==> config.mk <==
export PLATFORM = sky130hd
export DESIGN_NAME = alu_writeback_regfile
export DESIGN_NICKNAME = d
export VERILOG_FILES = /design/src/rtl/alu_writeback_regfile.sv
export SDC_FILE = /design/constraint.sdc
export NUM_CORES = 1
export LEC_CHECK = 0
export ABC_CLOCK_PERIOD_IN_PS = 4000
export BUFFER_PORTS_ARGS = -buffer_cell sky130_fd_sc_hd__buf_2
export CORE_UTILIZATION = 55
export DETAILED_ROUTE_END_ITERATION = 10
export PLACE_DENSITY = 0.71
export SETUP_SLACK_MARGIN = 0.3
export SKIP_LAST_GASP = 1
export SLEW_MARGIN = 20
export SYNTH_ARGS = -nofsm -noshare
export SYNTH_HDL_FRONTEND = slang
export SYNTH_SLANG_ARGS = --single-unit
export TNS_END_PERCENT = 5
==> constraint.sdc <==
create_clock -name clk -period 4 [get_ports clk]
set_input_delay 0.2 -clock clk [delete_from_list [all_inputs] [get_ports clk]]
set_output_delay 0.2 -clock clk [all_outputs]
set_load 0.02 [all_outputs]
==> src/rtl/alu_writeback_regfile.sv <==
// Purpose : 16x16 register file (2 async read ports, 1 sync write port) plus a
//           5-bit processor status register with branch/jump condition decode.
// Latency : reads 0 cycles; writes and flag updates visible after the capturing edge.
// Backpressure: none; one write and one flag update accepted every cycle.
//
// Ports:
//   clk, reset_n            - single rising-edge clock, synchronous active-low reset
//   rd_addr_a/b, rd_data_a/b - combinational read ports feeding ALU A/B
//   wr_en, wr_addr, wr_data - write port committing ALU result C
//   flags_en, flags_in      - status latch of ALU Flags {Z,C,F,N,L} (bit 4..0)
//   psr                     - registered status
//   cond, cond_true         - condition code and its evaluation against status
//
// Optional feature: define ALU_WB_BYPASS_EN to forward the write data and the
// incoming flags to the read ports / condition decode in the same cycle.

module alu_writeback_regfile #(
    parameter int DATA_W = 16,
    parameter int ADDR_W = 4,
    parameter int FLAG_W = 5
) (
    input  logic              clk,
    input  logic              reset_n,
    input  logic [ADDR_W-1:0] rd_addr_a,
    input  logic [ADDR_W-1:0] rd_addr_b,
    output logic [DATA_W-1:0] rd_data_a,
    output logic [DATA_W-1:0] rd_data_b,
    input  logic              wr_en,
    input  logic [ADDR_W-1:0] wr_addr,
    input  logic [DATA_W-1:0] wr_data,
    input  logic              flags_en,
    input  logic [FLAG_W-1:0] flags_in,
    output logic [FLAG_W-1:0] psr,
    input  logic [3:0]        cond,
    output logic              cond_true
);

    localparam int DEPTH = 2 ** ADDR_W;

    // Status bit positions
    localparam int Z_BIT = 4;
    localparam int C_BIT = 3;
    localparam int F_BIT = 2;
    localparam int N_BIT = 1;
    localparam int L_BIT = 0;

    logic [DATA_W-1:0] regs [DEPTH];
    logic [FLAG_W-1:0] cond_flags;

    // Storage: reset clears everything and overrides any write on the same edge.
    always_ff @(posedge clk) begin
        if (!reset_n) begin
            for (int i = 0; i < DEPTH; i++) begin
                regs[i] <= '0;
            end
            psr <= '0;
        end else begin
            if (wr_en) begin
                regs[wr_addr] <= wr_data;
            end
            if (flags_en) begin
                psr <= flags_in;
            end
        end
    end

`ifdef ALU_WB_BYPASS_EN
    // Forwarding is suppressed during reset so reads show the cleared state.
    always_comb begin
        rd_data_a = regs[rd_addr_a];
        rd_data_b = regs[rd_addr_b];
        cond_flags = psr;
        if (reset_n && wr_en && (rd_addr_a == wr_addr)) begin
            rd_data_a = wr_data;
        end
        if (reset_n && wr_en && (rd_addr_b == wr_addr)) begin
            rd_data_b = wr_data;
        end
        if (reset_n && flags_en) begin
            cond_flags = flags_in;
        end
    end
`else
    always_comb begin
        rd_data_a  = regs[rd_addr_a];
        rd_data_b  = regs[rd_addr_b];
        cond_flags = psr;
    end
`endif

    // Condition decode
    always_comb begin
        cond_true = 1'b0;
        case (cond)
            4'b0000: cond_true =  cond_flags[Z_BIT];
            4'b0001: cond_true = ~cond_flags[Z_BIT];
            4'b0010: cond_true =  cond_flags[C_BIT];
            4'b0011: cond_true = ~cond_flags[C_BIT];
            4'b0100: cond_true =  cond_flags[L_BIT];
            4'b0101: cond_true = ~cond_flags[L_BIT];
            4'b0110: cond_true =  cond_flags[N_BIT];
            4'b0111: cond_true = ~cond_flags[N_BIT];
            4'b1000: cond_true =  cond_flags[F_BIT];
            4'b1001: cond_true = ~cond_flags[F_BIT];
            4'b1010: cond_true = ~cond_flags[L_BIT] & ~cond_flags[Z_BIT];
            4'b1011: cond_true =  cond_flags[L_BIT] |  cond_flags[Z_BIT];
            4'b1100: cond_true = ~cond_flags[N_BIT] & ~cond_flags[Z_BIT];
            4'b1101: cond_true =  cond_flags[N_BIT] |  cond_flags[Z_BIT];
            4'b1110: cond_true = 1'b1;
            default: cond_true = 1'b0;
        endcase
    end

endmodule

==> metrics.md <==
| Metric | Value |
|---|---|
| Run status | `complete, no violations` |
| Worst rel slew slack | `approximately 28%` |
| Worst flop-to-flop path endpoint | `psr[0]` |
| Post-layout instance count excluding filler cells | `approximately 1300` |
| Number of primary I/O pins | `79` |
| Layout Nets | `a little over 1000` |
| Worst IR Drop VDD | `277 µV` |
| Overall track demand over capacity in global routing | `about 30%` |
| Hold Crit Depth | `3` |
| Placed wire-length estimate after detailed placement | `around 23000 µm` |
| Fill count | `around 1800` |
| Depth of the most critical reg-to-reg path | `2` |
| Max Clk Rate | `397 MHz` |
| Crit path time final | `between 2000 and 3000 ps` |
| Slack of the worst reg-to-reg path | `between 3000 and 4000 ps` |
| Wire length of the first global-routing pass | `roughly 55000 µm` |
| Power density of the placed cells | `between 400 and 500 nW/µm²` |
| Routed vias/inst | `6.46` |
| Count of endpoints failing setup in the final report | `0` |
| Routability congestion estimate from global placement | `0.834` |
| Ordered list of cells on the worst path | `buf_4, buf_4, mux4_2, a22oi_1, nand2_1, buf_2` |
| Hold crit path type | `in2reg` |
| Number of design rule violations left after detail routing | `0` |
| Net switching share of the total power | `a little under a quarter` |
| Core region area | `~24000 µm²` |
| Slew @ Worst Pin | `~1100 ps` |
| Maximum single-stage delay on the critical path | `560 ps` |
| Largest cells by area after synthesis | `edfxtp_1 56%, mux4_2 21%, and2_1 12%` |
| Iteration-0 DRC Markers | `about 1000` |
| Synth cell types | `34` |
| Least setup slack across all paths after layout | `between 1000 and 1500 ps` |
| Startpoint of the lowest-slack register-to-register path | `psr[0]` |
| Area fraction of the dominant cell type after synthesis | `a little under three fifths` |
| Final worst path period share | `around 63%` |
| Kind of cell adding the most delay to the critical path | `buffers and inverters` |
| Number of antenna violations at the first check in global routing | `0` |
| Starting density of the core | `56.3%` |
| Synthesized netlist cell count | `906` |
| Clock sinks | `261` |
| Static Leakage | `~5.5 nW` |
| Mapped cell area | `13700 µm²` |
| Number of global-route vias before repair | `8700` |
| Number of buffers created by CTS | `28` |
| Seq cells post-synth | `around 260` |
| Setup repair after global routing missed its margin | `no` |
| Clock latency reported for the late side of the worst-skew pair | `approximately 540 ps` |
| Number of port buffers | `between 70 and 80` |
| TritonCTS clock tree | `yes` |
| Register area share after synthesis | `56.7%` |
| Crit-path most repeated cell | `buf_4` |
| Synth Warn # | `0` |
| Remaining antenna violation count | `0` |
| Class of the most critical setup path | `in2out` |
| Peak fanout along the critical path | `29` |
| Number of hold violations in the final report | `0` |
| Start point of the worst min-delay path | `flags_en` |
| First-pass DRT Iterations | `7` |
| Maximum capacitance violations | `0` |
| Critical path capture point type | `output port` |
| Power share of the combinational group | `12.0%` |
| Overall die width | `approximately 160 µm` |
| Maximum number of buffers from clock root to sink | `3` |
| Internal | `around 5.2 mW` |
| Die Outline Area | `~26000 µm²` |
| Proportion of layout cells with a drive suffix above 1 | `30.7%` |
| Worst clock skew | `0 ps` |
| CTS clock-pin slew for the worst setup and hold paths | `approximately 60 ps` |
| Maximum number of pins on one net before global-route repair | `65` |
| Dominant cell type by area after synthesis | `edfxtp_1` |
| P&R area growth vs syn | `13.7%` |
| Clk network pwr share | `40.6%` |
| Worst path buffer plus inverter count | `3` |
| Part of the total power dissipated in sequential elements | `approximately 47%` |
| Aggregate negative setup slack | `0 ps` |
| Die Ht | `between 150 and 200 µm` |
| DR WL/cell | `around 28 µm` |
| Root Buffer | `clkbuf_16` |
| Placement row count | `between 50 and 60` |
| Cell with the largest stage delay on the worst path | `mux4_2` |
| Total overflow reported by the global router | `0` |
| Synthesized netlist net count | `947` |
| Pre-CTS setup slack | `1230 ps` |
| WHS | `65.9 ps` |
| End of the worst hold path | `psr[4]` |
| H-tree lvl count | `1` |
| Setup Fix Bufs, Post-CTS | `0` |
| Type of element launching the critical path | `input port` |
| Dpl cells | `approximately 1300` |
| Worst path arrival time | `between 2000 and 2500 ps` |
| Switching power of the nets | `1.64 mW` |
| Required @ worst endpoint | `3800 ps` |
| Max Transition Viols Final | `0` |
| Vias | `8527` |
| Final wirelength | `37000 µm` |
| Syn_area_per_cell | `between 15 and 20 µm²` |
[logic make-up after synthesis]
logic type | count (synthesis) | share of synthesized area (%)
multiplexers | 134 | 21.4
XOR/XNOR | 1 | 0.0638
AND/OR/NAND/NOR | 344 | 15.0
buffers and inverters | 82 | 2.42
flip-flops | 261 | 56.7
AO/OA/AOI/OAI | 84 | 4.33
[synth_stat cells, drive strengths merged]
cell type	n
edfxtp	256
dfxtp	5
a31oi	2
nand2	35
xnor2	1
nor2b	9
mux4	128
o21ai	14
or3	2
a21oi	1
a2111oi	1
and2	259
nand3b	1
mux2i	6
a211oi	1
or3b	3
nand4b	2
buf	19
clkbuf	61
nor4	1
a221o	1
nand3	1
nand4	2
a22oi	64
inv	2
nor2	17
nor4b	1
nand2b	7
nor3	4
[flip-flops by register name, indices dropped and copies added, names as in the netlist]
| register | flops |
|---|---|
| psr | 5 |
| regs | 256 |
[how the worst max path moves through the flow]
stage / startpoint / end / slack, ps / cells past startpoint
after floorplan: wr_addr[2] / regs[3][0] / 1660 / 3
after global placement: reset_n / regs[0][1] / 1320 / 6
after detailed placement: reset_n / regs[0][1] / 1230 / 6
after CTS: rd_addr_a[0] / rd_data_a[11] / 1450 / 6
after global routing: rd_addr_a[0] / rd_data_a[11] / 1360 / 6
final: rd_addr_a[0] / rd_data_a[11] / 1480 / 6
[layer usage]
metal | GRT usage, % | vias to the layer above | part of all wire (%)
li1 | - | 3646 | -
met5 | 0 | - | 0
met1 | 41.1 | 4355 | 39
met4 | 8.27 | 0 | 2.5
met2 | 48.5 | 464 | 50
met3 | 6.21 | 62 | 9.0
[final cells by class]
type / count / area (µm²) / share of cell area, %
diodes: 1 / 2.50 / 0.0160
repair buffers: 117 / 751 / 4.81
well taps: 324 / 405 / 2.60
clock buffers: 38 / 790 / 5.06
flip-flops and latches: 261 / 7790 / 49.9
clock inverters: 13 / 188 / 1.20
multi-input cells: 563 / 5670 / 36.4
inverters: 2 / 7.51 / 0.0481
[timing repair]
item,in CTS,in global routing
resized for setup,0,0
endpoints found under the hold margin,5,0
hold buffers,5,0
[power by group through the flow]
stage / clock network, mW / registers, mW / logic (mW)
after floorplan: 0 / 3.27 / 0.530
after global placement: 0 / 3.29 / 0.800
after detailed placement: 0 / 3.30 / 0.810
after CTS: 2.78 / 3.24 / 0.817
after global routing: 2.89 / 3.26 / 0.862
final: 2.77 / 3.25 / 0.821
[placed cells by master (no fill, tap or decap), types with 3 or more instances in the layout]
master,n
and2_1,259
edfxtp_1,256
mux4_2,128
buf_2,76
a22oi_1,64
nand2_1,35
buf_4,32
clkbuf_16,29
nor2_1,14
o21ai_2,10
nor2b_1,9
nand2b_1,7
mux2i_1,6
clkinv_2,6
clkbuf_1,6
bufinv_16,5
dlygate4sd3_1,5
dfxtp_1,5
buf_12,4
or3b_2,3
nor3_2,3
nor2_2,3
clkbuf_8,3
[stage by stage]
stage / util [%] / cell area (µm²) / total power, mW
CTS: 63.9 / 15600 / 6.85
global route: 64.0 / 15600 / 7.02
floorplan: - / 13700 / 3.80
global placement: 59.7 / 14600 / 4.09
finish: 64.0 / 15600 / 6.84
detailed placement: 59.7 / 14600 / 4.11
[worst min-delay path: cells and delay by family]
family | cells | cell delay [ps]
buffers and inverters | 1 | 180
and+or+nand+nor | 1 | 100
muxes | 1 | 90
No activity file was read; power rests on OpenSTA's default activity.
